`src/rtl/if_id_stage_pkg.sv`:
```
// Shared decode constants for the IF/ID stage: opcodes, NOP word, field positions.
package if_id_stage_pkg;

    localparam logic [5:0] OP_RTYPE = 6'h00;
    localparam logic [5:0] OP_BEQ   = 6'h04;
    localparam logic [5:0] OP_BNE   = 6'h05;
    localparam logic [5:0] OP_SB    = 6'h28;
    localparam logic [5:0] OP_SH    = 6'h29;
    localparam logic [5:0] OP_SW    = 6'h2B;
    localparam logic [5:0] OP_LW    = 6'h23;

    // sll $0,$0,0
    localparam logic [31:0] NOP_WORD_DEF = 32'h0000_0000;

    localparam int OPC_LSB = 26;
    localparam int RS_LSB  = 21;
    localparam int RT_LSB  = 16;
    localparam int RD_LSB  = 11;
    localparam int SH_LSB  = 6;
    localparam int FN_LSB  = 0;

    // True when the instruction sources Rt as an operand (R-type, branches, stores).
    function automatic logic reads_rt(input logic [5:0] op);
        case (op)
            OP_RTYPE, OP_BEQ, OP_BNE, OP_SB, OP_SH, OP_SW: reads_rt = 1'b1;
            default:                                      reads_rt = 1'b0;
        endcase
    endfunction

endpackage

```
`src/rtl/if_id_stage_if.sv`:
```
// IF/ID stage bus: fetch inputs, hazard inputs, held instruction and decode fields.
interface if_id_stage_if #(parameter int CNT_WIDTH = 16);

    logic [31:0]          Instr_in;
    logic [31:0]          PCPlus4_in;
    logic                 Flush;
    logic                 Hold;
    logic                 IDEX_MemRead;
    logic [4:0]           IDEX_Rt;

    logic [31:0]          Instr_out;
    logic [31:0]          PCPlus4_out;
    logic                 Valid_out;
    logic [5:0]           Opcode;
    logic [4:0]           Rs;
    logic [4:0]           Rt;
    logic [4:0]           Rd;
    logic [4:0]           Shamt;
    logic [5:0]           Funct;
    logic [15:0]          Imm16;
    logic                 Stall;
    logic [CNT_WIDTH-1:0] StallCount;

    modport master (
        output Instr_in, PCPlus4_in, Flush, Hold, IDEX_MemRead, IDEX_Rt,
        input  Instr_out, PCPlus4_out, Valid_out, Opcode, Rs, Rt, Rd, Shamt,
               Funct, Imm16, Stall, StallCount
    );

    modport slave (
        input  Instr_in, PCPlus4_in, Flush, Hold, IDEX_MemRead, IDEX_Rt,
        output Instr_out, PCPlus4_out, Valid_out, Opcode, Rs, Rt, Rd, Shamt,
               Funct, Imm16, Stall, StallCount
    );

endinterface

```
`src/rtl/if_id_stage_hazard_detect.sv`:
```
// Load-use hazard detection: stall when the load in EX writes a register the
// held instruction reads. Purely combinational; the bubble clears it next cycle.
module hazard_detect
    import if_id_stage_pkg::*;
(
    input  logic       valid,
    input  logic [5:0] opcode,
    input  logic [4:0] rs,
    input  logic [4:0] rt,
    input  logic       idex_memread,
    input  logic [4:0] idex_rt,
    output logic       stall
);

    logic rs_hit;
    logic rt_hit;

    // $0 is never a real dependency, so a zero load destination never stalls.
    always_comb begin
        rs_hit = (idex_rt == rs);
        rt_hit = reads_rt(opcode) && (idex_rt == rt);
        stall  = valid && idex_memread && (idex_rt != 5'd0) && (rs_hit || rt_hit);
    end

endmodule

```
`src/rtl/if_id_stage.sv`:
```
// IF/ID pipeline register with decode field split, load-use stall and a
// saturating stall-cycle counter.
module if_id_stage
    import if_id_stage_pkg::*;
#(
    parameter logic [31:0] NOP_WORD  = NOP_WORD_DEF,
    parameter int          CNT_WIDTH = 16
) (
    input logic         Clk,
    input logic         Reset,
    if_id_stage_if.slave bus
);

    logic [31:0]          instr_q;
    logic [31:0]          pc4_q;
    logic                 valid_q;
    logic [CNT_WIDTH-1:0] cnt_q;
    logic                 stall;
    logic                 freeze;

    assign freeze = stall | bus.Hold;

    hazard_detect u_hazard (
        .valid        (valid_q),
        .opcode       (instr_q[OPC_LSB +: 6]),
        .rs           (instr_q[RS_LSB  +: 5]),
        .rt           (instr_q[RT_LSB  +: 5]),
        .idex_memread (bus.IDEX_MemRead),
        .idex_rt      (bus.IDEX_Rt),
        .stall        (stall)
    );

    // Pipeline register: Flush beats a freeze so a squashed slot never lingers.
    always_ff @(posedge Clk) begin
        if (Reset) begin
            instr_q <= NOP_WORD;
            pc4_q   <= 32'd0;
            valid_q <= 1'b0;
        end else if (bus.Flush) begin
            instr_q <= NOP_WORD;
            pc4_q   <= bus.PCPlus4_in;
            valid_q <= 1'b0;
        end else if (!freeze) begin
            instr_q <= bus.Instr_in;
            pc4_q   <= bus.PCPlus4_in;
            valid_q <= 1'b1;
        end
    end

    // Stall-cycle counter, sticks at all-ones; flush-coincident stalls still count.
    always_ff @(posedge Clk) begin
        if (Reset)
            cnt_q <= '0;
        else if (freeze && (cnt_q != {CNT_WIDTH{1'b1}}))
            cnt_q <= cnt_q + 1'b1;
    end

    assign bus.Instr_out   = instr_q;
    assign bus.PCPlus4_out = pc4_q;
    assign bus.Valid_out   = valid_q;
    assign bus.Opcode      = instr_q[OPC_LSB +: 6];
    assign bus.Rs          = instr_q[RS_LSB  +: 5];
    assign bus.Rt          = instr_q[RT_LSB  +: 5];
    assign bus.Rd          = instr_q[RD_LSB  +: 5];
    assign bus.Shamt       = instr_q[SH_LSB  +: 5];
    assign bus.Funct       = instr_q[FN_LSB  +: 6];
    assign bus.Imm16       = instr_q[15:0];
    assign bus.Stall       = stall;
    assign bus.StallCount  = cnt_q;

endmodule

```
`src/flat_wrapper.sv`:
```
// flat-port wrapper written by rule: the top's interface ports become plain ports
module if_id_stage_flat import if_id_stage_pkg::*;
#(
    parameter logic [31:0] NOP_WORD  = NOP_WORD_DEF,
    parameter int          CNT_WIDTH = 16
)
  (Clk, Reset, bus_Instr_in, bus_PCPlus4_in, bus_Flush, bus_Hold, bus_IDEX_MemRead, bus_IDEX_Rt, bus_Instr_out, bus_PCPlus4_out, bus_Valid_out, bus_Opcode, bus_Rs, bus_Rt, bus_Rd, bus_Shamt, bus_Funct, bus_Imm16, bus_Stall, bus_StallCount);
  if_id_stage_if #(.CNT_WIDTH(CNT_WIDTH)) bus_i ();
  input logic Clk;
  input logic Reset;
  input wire logic [$bits(bus_i.Instr_in)-1:0] bus_Instr_in;
  input wire logic [$bits(bus_i.PCPlus4_in)-1:0] bus_PCPlus4_in;
  input wire logic [$bits(bus_i.Flush)-1:0] bus_Flush;
  input wire logic [$bits(bus_i.Hold)-1:0] bus_Hold;
  input wire logic [$bits(bus_i.IDEX_MemRead)-1:0] bus_IDEX_MemRead;
  input wire logic [$bits(bus_i.IDEX_Rt)-1:0] bus_IDEX_Rt;
  output wire logic [$bits(bus_i.Instr_out)-1:0] bus_Instr_out;
  output wire logic [$bits(bus_i.PCPlus4_out)-1:0] bus_PCPlus4_out;
  output wire logic [$bits(bus_i.Valid_out)-1:0] bus_Valid_out;
  output wire logic [$bits(bus_i.Opcode)-1:0] bus_Opcode;
  output wire logic [$bits(bus_i.Rs)-1:0] bus_Rs;
  output wire logic [$bits(bus_i.Rt)-1:0] bus_Rt;
  output wire logic [$bits(bus_i.Rd)-1:0] bus_Rd;
  output wire logic [$bits(bus_i.Shamt)-1:0] bus_Shamt;
  output wire logic [$bits(bus_i.Funct)-1:0] bus_Funct;
  output wire logic [$bits(bus_i.Imm16)-1:0] bus_Imm16;
  output wire logic [$bits(bus_i.Stall)-1:0] bus_Stall;
  output wire logic [$bits(bus_i.StallCount)-1:0] bus_StallCount;
  assign bus_i.Instr_in = bus_Instr_in;
  assign bus_i.PCPlus4_in = bus_PCPlus4_in;
  assign bus_i.Flush = bus_Flush;
  assign bus_i.Hold = bus_Hold;
  assign bus_i.IDEX_MemRead = bus_IDEX_MemRead;
  assign bus_i.IDEX_Rt = bus_IDEX_Rt;
  assign bus_Instr_out = bus_i.Instr_out;
  assign bus_PCPlus4_out = bus_i.PCPlus4_out;
  assign bus_Valid_out = bus_i.Valid_out;
  assign bus_Opcode = bus_i.Opcode;
  assign bus_Rs = bus_i.Rs;
  assign bus_Rt = bus_i.Rt;
  assign bus_Rd = bus_i.Rd;
  assign bus_Shamt = bus_i.Shamt;
  assign bus_Funct = bus_i.Funct;
  assign bus_Imm16 = bus_i.Imm16;
  assign bus_Stall = bus_i.Stall;
  assign bus_StallCount = bus_i.StallCount;
  if_id_stage #(.NOP_WORD(NOP_WORD), .CNT_WIDTH(CNT_WIDTH)) u_core (.Clk(Clk), .Reset(Reset), .bus(bus_i));
endmodule
```
`config.mk`:
```
export PLATFORM = sky130hd
export DESIGN_NAME = if_id_stage_flat
export DESIGN_NICKNAME = d
export VERILOG_FILES = /design/src/rtl/if_id_stage_pkg.sv /design/src/rtl/if_id_stage_if.sv /design/src/rtl/if_id_stage_hazard_detect.sv /design/src/rtl/if_id_stage.sv /design/src/flat_wrapper.sv
export SDC_FILE = /design/constraint.sdc
export NUM_CORES = 1
export LEC_CHECK = 0
export ABC_AREA = 1
export ABC_CLOCK_PERIOD_IN_PS = 4100
export BUFFER_PORTS_ARGS = -buffer_cell sky130_fd_sc_hd__buf_2
export CAP_MARGIN = 30
export CORE_ASPECT_RATIO = 0.6
export CORE_MARGIN = 2
export CORE_UTILIZATION = 48
export DETAILED_ROUTE_END_ITERATION = 8
export GPL_TIMING_DRIVEN = 0
export PLACE_DENSITY_LB_ADDON = 0.05
export REMOVE_ABC_BUFFERS = 1
export SYNTH_ARGS = -nofsm -noshare
export SYNTH_HDL_FRONTEND = slang
export SYNTH_HIERARCHICAL = 1
export SYNTH_SLANG_ARGS = --single-unit
```
`constraint.sdc`:
```
create_clock -name Clk -period 4.1 [get_ports Clk]
set_input_delay 1.025 -clock Clk [delete_from_list [all_inputs] [get_ports Clk]]
set_output_delay 1.025 -clock Clk [all_outputs]
set_load 0.05 [all_outputs]
```
; ---- Yosys cells after proc, flatten, opt, wreduce, memory -nomap -nowiden
; Index checks and enable logic that the tools add are counted.
[totals]
elab_cells = 28
reg_bits = 81
input_bits = 74
[classes]
n_bitwise = 1
addsub = 1
eq_ne = 9
n_mux = 3
reduce_logical = 10
[op_table]
columns = op, n
row1 = $mux 32, 2
row2 = $eq 6x6->1 const B, 3
row3 = $add 16x1->16 const B, 1
row4 = $ne 16x16->1 const B, 1
row5 = $eq 6x3->1 const B, 2
row6 = $eq 5x5->1, 2
row7 = $logic_not 6->1, 1
row8 = $reduce_or 6->1, 1
row9 = $logic_and 1x1->1, 5
row10 = $reduce_bool 5->1, 1
row11 = $ne 2x2->1 const B, 1
row12 = $reduce_or 2->1, 1
row13 = $logic_or 1x1->1, 1
row14 = $mux 1, 1
row15 = $or 1x1->1, 1

; ---- Longest topological paths before layout
; Gate-level depths: netlist of the first run.
[logic_depth]
word_depth = 9
mapped_depth = 14

; ---- Modules after synthesis
; Netlist of the first run, hierarchy kept.
[by_module_without_submodules]
columns = mod, seq_area_each_um2, cells_per_inst, area_per_inst_um2, instances
row1 = if_id_stage, 1621.6, 475, 3472.1, 1
row2 = hazard_detect, 0.0, 49, 225.2, 1

; ---- Worst setup path before layout of the first run
; OpenSTA, ideal clock, no wires.
[synth_timing]
path_type = input -> output
startpoint = in bus_IDEX_Rt[1]
endpoint = out bus_Stall
arrival_ns = 1.945
cell_stages = 4
setup_slack_ns = 1.130
path_buffers = 0
required_ns = 3.075
path_cell_list = or2_0 > a21oi_1 > nand3_1 > a21oi_2
[synth_via]
elab_chain_cells = 4
word_cells_on_any_way = 7
[synth_rtl]
columns = item, line
row1 = from (decl), flat_wrapper.sv:16  ; input wire logic [$bits(bus_i.IDEX_Rt)-1:0] bus_IDEX_Rt;
row2 = $eq 5x5->1, if_id_stage_hazard_detect.sv:21  ; rt_hit = reads_rt(opcode) && (idex_rt == rt);
row3 = $logic_and 1x1->1, if_id_stage_hazard_detect.sv:21
row4 = $logic_or 1x1->1, if_id_stage_hazard_detect.sv:22  ; stall = valid && idex_memread && (idex_rt != 5'd0) && (rs_hit || rt_hit);
row5 = $logic_and 1x1->1 (*), if_id_stage_hazard_detect.sv:22
row6 = to (decl), flat_wrapper.sv:27  ; output wire logic [$bits(bus_i.Stall)-1:0] bus_Stall;
; Every way passes the cells marked *; elsewhere a longest branch is shown, timed or not.

; ---- Worst setup path in the final report of the first run
[layout_timing]
startpoint = in bus_IDEX_Rt[0]
endpoint = reg u_core.pc4_q[24], in the netlist u_core/bus.PCPlus4_out[24]
[layout_via]
elab_chain_cells = 6
word_cells_on_any_way = 9
[layout_rtl]
columns = item, line
row1 = $eq 5x5->1, if_id_stage_hazard_detect.sv:21
row2 = $logic_and 1x1->1, if_id_stage_hazard_detect.sv:21
row3 = $logic_or 1x1->1, if_id_stage_hazard_detect.sv:22
row4 = $logic_and 1x1->1 (*), if_id_stage_hazard_detect.sv:22
row5 = $or 1x1->1 (*), if_id_stage.sv:21  ; assign freeze = stall | bus.Hold;
row6 = $ne 2x2->1 (no source line) (*), n/a
row7 = to (signal assigned), if_id_stage.sv:41  ; pc4_q <= bus.PCPlus4_in;
row8 = to (signal assigned), if_id_stage.sv:45  ; pc4_q <= bus.PCPlus4_in;
row9 = to (decl), if_id_stage.sv:15  ; logic [31:0] pc4_q;
; Marks and branches as above.
; A chain may end at the register's enable or synchronous reset.

==> results of run 1 <==
-- registers in the layout, indices dropped and copies added, names as in the netlist --
register and count:
u_core/bus.Valid_out 1, u_core/bus.PCPlus4_out 32, u_core/bus.Instr_out 32, u_core/bus.StallCount 16
-- area by class of cell --
class | instances | share of cell area, %
inverter | 24 | 1.91
sequential | 81 | 34.4
tap | 104 | 2.76
clock buffer | 10 | 5.07
multi-input combinational | 348 | 32.4
clock inverter | 5 | 0.691
timing repair buffer | 206 | 22.7
-- per-layer routing --
layer | vias up | share of wire, %
met4 | 0 | 1.3
met5 | - | 0
met3 | 11 | 8.7
met2 | 129 | 46
li1 | 1896 | -
met1 | 1618 | 44
-- logic make-up after synthesis --
family	synth area share, %
AOI/OAI and AO/OA	11.2
xor gates and xnor gates	0.948
adders and majority gates	0.338
buffers and inverters	15.1
DFF	43.9
and+or+nand+nor	28.6
-- tightest hold or removal path, cell delays in order (launching register included) --
cell	delay [ns]
dfxtp_1	0.32
nor2_1	0.04
nor2_1	0.08
-- through the flow --
step / util (%) / std cells
2_1_floorplan: - / 453
3_3_place_gp: 59.5 / 760
3_5_place_dp: 60.3 / 763
4_1_cts: 64.0 / 778
5_1_grt: 64.0 / 778
6_report: 64.0 / 778
-- power by group through the flow --
stage          Combinational (mW)  Clock (mW)  Sequential, mW
2_1_floorplan              0.0807           0            1.07
3_3_place_gp                0.399           0           0.867
3_5_place_dp                0.408           0           0.869
4_1_cts                     0.408       0.745           0.853
5_1_grt                     0.436       0.776           0.857
6_report                    0.406       0.727           0.852
-- cell usage in the layout, fill, tap and decap left out, types with 2 or more instances in the layout --
| cell type | Yosys | routed |
|---|---|---|
| buf_2 | 8 | 203 |
| nor2_2 | 4 | 5 |
| dfxtp_1 | 81 | 81 |
| inv_1 | 23 | 23 |
| nand3_1 | 24 | 24 |
| o21ai_0 | 62 | 62 |
| xor2_1 | 2 | 2 |
| xnor2_1 | 2 | 2 |
| nand4_1 | 2 | 2 |
| a21oi_1 | 19 | 19 |
| clkinv_2 | 0 | 3 |
| clkbuf_16 | 0 | 9 |
| clkinv_4 | 0 | 2 |
| nand2_1 | 57 | 57 |
| nor2_4 | 1 | 2 |
| nor2_1 | 169 | 167 |
-- worst paths after layout --
check	end	slack [ns]	cells after the start
worst max-delay path	u_core/bus.PCPlus4_out[24]	0.64	13
worst min-delay path	u_core/bus.PCPlus4_out[7]	0.47	2
worst max register to register	u_core/bus.PCPlus4_out[24]	0.94	10
worst min register to register	u_core/bus.PCPlus4_out[7]	0.47	2
==> impl_results.md, run 1 <==
- Outcome: complete, no violations
- Relative slew slack: 35.7%
- GR met1 Demand/Resource: roughly a quarter
- Fillers: 689
- Syn-to-layout area delta: 27.4%
- Worst path bufs/invs: 4
- Via count: 3654
- Multi-input gate area: ~1500 um^2
- Area leader, netlist: dfxtp_1
- Drt drc: 0
- Port bufs: approximately 200
- #FFs+latches synth: a little over 80
- Total power: 1.98 mW
- Worst-path fanout max: 41
- Max-cap viol count: 0
- I/O pins: 204
- Die H: approximately 70 um
- Most used DFF post-synth: dfxtp_1
- Final Instance Area: 4710 um^2
- Final Cycle Share: between 80 and 90%
- Met2 Use GR: between 30% and 40%
- Crit path from: bus_IDEX_Rt[0]
- Cell area after placement: 4440 um^2
- # hold bufs at CTS: 0
- Synth top cells by count: nor2_1, dfxtp_1, o21ai_0, nand2_1, buf_4
- Arr. time, crit path: 3.72 ns
- Crit path max-delay family: simple AND/OR/NAND/NOR gates
- NetSw: about 0.64 mW
- Ys Warns: 6
- Worst vdd ir: roughly 240 uV
- WP data required: between 4 and 5 ns
- Top-count cell post-synth: nor2_1
- Setup CP Type: in -> reg
- Initial Util: between 50 and 60%
- Int Pwr: between 1 and 1.5 mW
- Async S/R FF share, synth: 0%
- CTS resizes: 0
- Clock buffer depth: 2
- Met3 Usage GRT: around 9.3%
- Root buf cell: clkbuf_16
- Post-Synthesis Cells: 524
- Setup TNS: 0 ns
- Worst setup SP type: input pin
- DRT antenna net count: 0
- CTS tree: built
- Final min period: 3.46 ns
- Largest net degree at the start of global routing: 42
- Average size of a mapped cell: a little over 7 um^2
- Yosys top cell area share: 43.9%
- Vias per inst: about 4.7
- Placer Congestion: approximately 0.8
- Max stage delay on crit path: about 0.70 ns
- Die W: 117 um
- Clock power share: between 30% and 40%
- RSZ-0062 raised after global routing: false
- Lkg Pwr: around 2.5 nW
- WL/cell: ~12 um
- Worst slew pin tran: a little under 1 ns
- Total GRT Usage: ~22%
- Nets@finish: 745
- Area contributors post-synth: dfxtp_1, nor2_1, buf_4, o21ai_0, nand2_1
- Busiest grt layer: met2
- Worst r2r src: u_core/bus.Instr_out[26]
- First-pass GRT wire length: 15000 um
- Die area: ~8400 um^2
- Share of cells above drive strength 1: 34.4%
- Pre-CTS setup slack: between 0.2 and 0.3 ns
- Logic gate share of total power: around a fifth
- TritonCTS buffer count: 9
- Post-synthesis cell type count: 23
- Vias in the first global route: approximately 3300
- Reg area: about 1600 um^2
- First-pass iteration count of the detailed router: 4
- Switching Fraction: around a third
- CP max-delay cell: inv_1
- Final slew viol count: 0
- Antenna Cells: 0
- Clock Sink Count: 81
- Total grt overflow: 0
- Initial DRC Count: ~220
- Fin Clk Skew: between 0.006 and 0.007 ns
- Core area: around 7400 um^2
- Sequential-to-total area share from yosys stat: approximately 44%
- Setup bufs post-CTS: 0
- Fmax: roughly 290 MHz
- Post-synth EDFFs: 0
- Final setup vio count: 0
- Reg clk slew, reported paths: ~0.060 ns
- Reg power frac: between 40% and 50%
- Routed WL: around 9000 um
- P per Cell Area: 421 nW/um^2
- CP cell instances: buf_2 -> inv_1 -> nand2_1 -> nand2_1 -> a21oi_1 -> nand3_1 -> a21oi_2 -> nor2_4 -> nor2_2 -> buf_6 -> inv_1 -> nor2_1 -> nor2_1
- Hold Vio Cnt, Final: 0
- Worst Hold Class: reg -> reg
- Worst-Skew Late Latency: about 0.33 ns
- Initial antenna violation count: 0
- Crit path setup slack, layout: between 0.6 and 0.7 ns
- CP endpoint kind: flop
- H-tree levels: 3
- Mapped Area: between 3000 and 4000 um^2
- Rows: 24
- DP HPWL: slightly below 7000 um
- Min-Delay Startpoint: u_core/bus.PCPlus4_out[7]
- WHS: around 0.47 ns
Power figures use the tool's default switching activity.
==> run 2, diff against run 1 <==
--- a/config.mk
+++ b/config.mk
@@ -5,13 +5,13 @@
 export SDC_FILE = /design/constraint.sdc
 export NUM_CORES = 1
 export LEC_CHECK = 0
-export ABC_AREA = 1
-export ABC_CLOCK_PERIOD_IN_PS = 4100
+export ABC_AREA = 0
+export ABC_CLOCK_PERIOD_IN_PS = 3300
 export BUFFER_PORTS_ARGS = -buffer_cell sky130_fd_sc_hd__buf_2
 export CAP_MARGIN = 30
 export CORE_ASPECT_RATIO = 0.6
 export CORE_MARGIN = 2
-export CORE_UTILIZATION = 48
+export CORE_UTILIZATION = 44
 export DETAILED_ROUTE_END_ITERATION = 8
 export GPL_TIMING_DRIVEN = 0
 export PLACE_DENSITY_LB_ADDON = 0.05
==> constraint.sdc (replaced) <==
create_clock -name Clk -period 3.3 [get_ports Clk]
set_input_delay 0.825 -clock Clk [delete_from_list [all_inputs] [get_ports Clk]]
set_output_delay 0.825 -clock Clk [all_outputs]
set_load 0.05 [all_outputs]
==> run 2 against run 1 <==
Compared with the run above: worst hold slack worse by 0.027 ns; clock power is 46% higher; total power is 28% higher; clock-buffer cell count is 1 higher; clock skew is 0.00069 ns lower; routed wire length is 1.6% higher; core utilization is 5.0 points lower; non-clock buffer count stayed put; area after synthesis is 1.7% lower; sequential power is 23% higher; sequential share of layout area is 0.14 points higher.
==> impl_results.md, run 2 <==
- Outcome: complete, no violations
- Initial antenna violation count: 0
- Ys Warns: 6
- DP Cell Count: 691
- I/O pins: slightly above 200
- First-pass iteration count of the detailed router: 4
- DP HPWL: slightly below 7000 um
- Arr. time, crit path: roughly 2.2 ns
- Post-synth EDFFs: 0
- Worst vdd ir: a little over 400 uV
- Post-synthesis xor/xnor area fraction: 3.13%
- Syn-to-layout area delta: 29.1%
- Final Cycle Share: 92.0%
- Reg clk slew, reported paths: about 0.060 ns
- CTS tree: built
- # hold bufs at CTS: 0
- Relative slew slack: about two fifths
- Multi-input gate area: roughly 1600 um^2
- Post-synthesis adder-cell area fraction: 0.344%
- Mapped Area: 3630 um^2
- Setup bufs post-CTS: 0
- WP data required: about 2.5 ns
- Die W: 121 um
- Worst-path fanout max: 6
- CP max-delay cell: buf_2
- Vias in the first global route: 2917
- DRT antenna net count: 0
- Area contributors post-synth: dfxtp_1, nand2_1, a21oi_1, buf_4, xor2_1
- Fillers: 802
- Max stage delay on crit path: roughly 0.34 ns
- Post-Layout Cell Count: just over 700
- Max-cap viol count: 0
- Max Used Layer: met4
- Worst Hold Class: reg -> reg
- Synth Area in Compound Gates: between 10% and 20%
- Initial Util: between 40% and 50%
- Commonest non-fill, non-tap cell in the layout: buf_2
- Die H: 74.4 um
- Total GRT Usage: about a fifth
- Hold Vio Cnt, Final: 0
- Final min period: roughly 3 ns
- Largest family of logic cells by synthesized area: simple AND/OR/NAND/NOR gates
- CP cell instances: buf_2 -> xor2_1 -> nor4_1 -> nand4_1 -> a21oi_2 -> buf_2
- Via count: 3445
- Port bufs: around 200
- Post-Synthesis Cells: 448
- Drt drc: 0
- Root buf cell: clkbuf_16
- First-pass GRT wire length: 14000 um
- Area leader, netlist: dfxtp_1
- WL/cell: ~13 um
- Metal3 WL: about 850 um
- Final slew viol count: 0
- Total grt overflow: 0
- Final Instance Area: around 4700 um^2
- Yosys top cell area share: between 40% and 50%
- Largest net degree at the start of global routing: 53
- TritonCTS buffer count: 9
- Vias per inst: roughly 5
- Commonest non-fill, non-tap cells in the layout: buf_2, nand2_1, dfxtp_1
- Rows: 25
- Final setup vio count: 0
- Fin Clk Skew: between 0.006 and 0.007 ns
- P per Cell Area: approximately 540 nW/um^2
- Async S/R FF share, synth: 0%
- Top-count cell post-synth: nand2_1
- Core area: between 7000 and 8000 um^2
- Synth top cells by count: nand2_1, dfxtp_1, a21oi_1, buf_4, clkbuf_1
- Worst setup SP type: input pin
- Mux contribution to synthesized area: 0.895%
- Worst slew pin tran: about 0.91 ns
- Initial DRC Count: about 170
- Crit-path most repeated cell: buf_2
- Post-layout util: about three fifths
- Worst path bufs/invs: 2
- #FFs+latches synth: 81
- Setup CP Type: in -> out
- Die area: around 9000 um^2
- Clock Sink Count: 81
- Lkg Pwr: around 2.3 nW
- Clock buffer depth: 2
- Met2 routed WL: 4260 um
- Routed metal-1 wirelength: ~4200 um
- Reg area: 1620 um^2
- Crit path max-delay family: buffers and inverters
- Average size of a mapped cell: a little over 8 um^2
- Share of cells above drive strength 1: roughly two fifths
- Antenna Cells: 0
- Setup TNS: 0 ns
- CP endpoint kind: output port
- Post-synthesis cell type count: 40
- WHS: approximately 0.45 ns
- Sequential-to-total area share from yosys stat: between 40% and 50%
- Routed WL: roughly 9300 um
- RSZ-0062 raised after global routing: false
- Nets@finish: 670
- Worst-Skew Late Latency: about 0.33 ns
- H-tree levels: 3
- Placer Congestion: 0.803
- Fmax: approximately 330 MHz
- Simple-Gate Fraction of Synth Area: between 20% and 30%
- Most used DFF post-synth: dfxtp_1
- Cell area after placement: around 4400 um^2
## run 2: changes by cell type after synthesis, sizes merged, moves of 18 or more
| cell | change |
|---|---|
| a21oi | +56 |
| inv | -24 |
| nand2 | +76 |
| nand3 | -18 |
| nor2 | -162 |
| o21ai | -57 |
## run 2: worst paths after layout
| path | to | start | slack, ns | cells after the start |
|---|---|---|---|---|
| setup / recovery | bus_Stall | bus_IDEX_Rt[0] | 0.27 | 6 |
| hold reg to reg | u_core/bus.PCPlus4_out[25] | u_core/bus.PCPlus4_out[25] | 0.45 | 2 |
| setup reg to reg | u_core/bus.StallCount[15] | u_core/bus.Instr_out[16] | 0.68 | 8 |
| hold / removal | u_core/bus.PCPlus4_out[25] | u_core/bus.PCPlus4_out[25] | 0.45 | 2 |
## run 2: layout make-up
type / count / area share, %
multi-input cells: 297 / 33.1
clock inverters: 5 / 1.68
flip-flops and latches: 81 / 34.6
well taps: 108 / 2.88
repair buffers: 206 / 22.6
clock buffers: 11 / 5.17
## run 2: what timing repair did
item,CTS,global route
endpoints found under the setup margin,25,24
resized for setup,1,2
pin swaps,0,1
hold endpoints to repair,0,0
cloned,0,1
## run 2: cells by family (layout without fill, tap and decap cells)
group | Yosys count | in the layout
AO/OA/AOI/OAI | 92 | 92
XOR/XNOR | 13 | 13
adder cells (fa/ha/maj) | 1 | 1
buffers and inverters | 71 | 222
flip-flops | 81 | 81
multiplexers | 3 | 3
AND/OR/NAND/NOR | 187 | 188
## run 2: worst min-delay path, stage by stage, from the launching register on
cell	delay, ns
dfxtp_1	0.31
nand2_1	0.05
a21oi_1	0.05
## run 2: layer usage
metal | vias to the layer above | track usage, %
li1 | 1751 | -
met1 | 1574 | 24.7
met2 | 113 | 31.8
met3 | 7 | 8.67
met4 | 0 | 6.51
met5 | - | 0
## run 2: per-stage QoR
step	worst slack (ns)	total power, mW
floorplan	-1.23	1.35
global placement	-2.00	1.49
detailed placement	-0.444	1.50
CTS	0.136	2.56
global route	0.119	2.64
finish	0.265	2.54
## run 2: power breakdown
part	switching, mW	total (mW)	internal (mW)
Combinational	0.318	0.429	0.111
Clock	0.380	1.06	0.682
Sequential	0.0289	1.05	1.02
Total	0.728	2.54	1.81
==> run 3, diff against run 2 <==
--- a/config.mk
+++ b/config.mk
@@ -10,7 +10,7 @@
 export BUFFER_PORTS_ARGS = -buffer_cell sky130_fd_sc_hd__buf_2
 export CAP_MARGIN = 30
 export CORE_ASPECT_RATIO = 0.6
-export CORE_MARGIN = 2
+export CORE_MARGIN = 10
 export CORE_UTILIZATION = 44
 export DETAILED_ROUTE_END_ITERATION = 8
 export GPL_TIMING_DRIVEN = 0
==> run 3 against run 2 <==
Compared with the run above: final cell count is 0.14% higher; worst hold slack got worse by 0.0012 ns; combinational power is 2% higher; worst setup slack got worse by 0.060 ns; non-clock buffer count is the same; clock power increased by 12%; largest cell class unchanged; clock skew decreased by 0.0019 ns; highest routed layer is now met5.
==> impl_results.md, run 3 (synthesized netlist as in run 2, its figures left out) <==
- Outcome: complete, no violations
- Port bufs: slightly above 200
- Initial Util: 45.7%
- Worst vdd ir: ~330 uV
- Drt drc: 0
- First-pass GRT wire length: between 15000 and 20000 um
- Worst setup SP type: input pin
- RSZ-0062 raised after global routing: false
- Nets@finish: 670
- Worst-path fanout max: 6
- Setup TNS: 0 ns
- CP endpoint kind: output port
- Rows: 25
- DRT antenna net count: 0
- Fillers: slightly below 800
- Met3 Usage GRT: slightly above 10%
- Die area: approximately 12000 um^2
- H-tree levels: 3
- First-pass iteration count of the detailed router: 4
- Routed WL: around 11000 um
- Initial antenna violation count: 2
- Vias in the first global route: ~3300
- Commonest non-fill, non-tap cell in the layout: buf_2
- I/O pins: 204
- Syn-to-layout area delta: 30.7%
- Final min period: 3.09 ns
- Post-Layout Cell Count: about 710
- Fmax: 323 MHz
- Max-cap viol count: 0
- Met2 Use GR: 28.2%
- TritonCTS buffer count: 9
- Die W: around 140 um
- Relative slew slack: 38.3%
- Die H: ~90 um
- DP Cell Count: between 600 and 700
- Placer Congestion: approximately 0.79
- Initial DRC Count: about 160
- WHS: between 0.4 and 0.5 ns
- # hold bufs at CTS: 0
- Largest net degree at the start of global routing: 53
- Vias per inst: 4.83
- Worst Hold Class: reg -> reg
- Setup CP Type: in -> out
- Final Cycle Share: between 90% and 100%
- Hold Vio Cnt, Final: 0
- Core area: about 7900 um^2
- Final setup vio count: 0
- Post-layout util: 59.8%
- WL/cell: 15.7 um
- Fin Clk Skew: about 0.0042 ns
- Total GRT Usage: around 17%
- CTS tree: built
- Worst slew pin tran: ~0.93 ns
- Total grt overflow: 0
- Final slew viol count: 0
- Clock Sink Count: 81
- Share of cells above drive strength 1: 39.8%
- DP HPWL: 8470 um
- GR met1 Demand/Resource: a little under a fifth
- Reg clk slew, reported paths: approximately 0.06 ns
- Clock buffer depth: 2
- WP data required: around 2.5 ns
- Setup bufs post-CTS: 0
- Worst-Skew Late Latency: roughly 0.32 ns
- P per Cell Area: 562 nW/um^2
- Busiest grt layer: met2
- Arr. time, crit path: between 2 and 2.5 ns
- Root buf cell: clkbuf_16
- Lkg Pwr: about 2.4 nW
- Commonest non-fill, non-tap cells in the layout: buf_2, nand2_1, dfxtp_1
- Via count: ~3400
[run 3: cell type report]
class / count / area [um^2] / area share [%]
repair buffers: 206 / 1070 / 22.6
flip-flops and latches: 81 / 1620 / 34.2
multi-input cells: 297 / 1560 / 32.8
clock inverters: 5 / 128 / 2.69
well taps: 108 / 135 / 2.85
diodes: 1 / 2.50 / 0.0527
clock buffers: 11 / 233 / 4.90
[run 3: power by group]
group	switching [mW]	internal [mW]	total (mW)
Clock	0.371	0.816	1.19
Sequential	0.0290	1.02	1.05
Combinational	0.323	0.113	0.436
[run 3: timing repair]
action | 4_1_cts | 5_1_grt
pin swaps | 0 | 1
gates cloned | 0 | 1
setup endpoints to repair | 39 | 36
gates resized for setup | 1 | 3
[run 3: worst paths after layout]
kind | from | end | slack (ns) | cells after the start
min reg2reg | u_core/bus.PCPlus4_out[1] | u_core/bus.PCPlus4_out[1] | 0.45 | 2
min | u_core/bus.PCPlus4_out[1] | u_core/bus.PCPlus4_out[1] | 0.45 | 2
max | bus_IDEX_Rt[0] | bus_Stall | 0.21 | 6
max reg2reg | u_core/bus.Instr_out[16] | u_core/bus.StallCount[15] | 0.60 | 8
[run 3: worst max-delay path, cell delays in order]
cell     delay, ns
buf_2         0.13
xor2_1        0.15
nor4_1        0.30
nand4_1       0.18
a21oi_2       0.34
buf_2         0.33
[run 3: stage by stage]
stage / cell area, um^2 / setup WS [ns] / power, mW
after floorplan: 3150 / -1.23 / 1.35
after global placement: 4300 / -2.04 / 1.49
after detailed placement: 4370 / -0.534 / 1.50
after CTS: 4730 / 0.0612 / 2.70
after global routing: 4750 / 0.108 / 2.79
final: 4750 / 0.206 / 2.67
[run 3: layer usage]
metal,vias to the layer above,part of all wire [%]
met5,-,0.12
met4,2,0.29
met3,4,11
met2,120,49
met1,1556,39
li1,1741,-
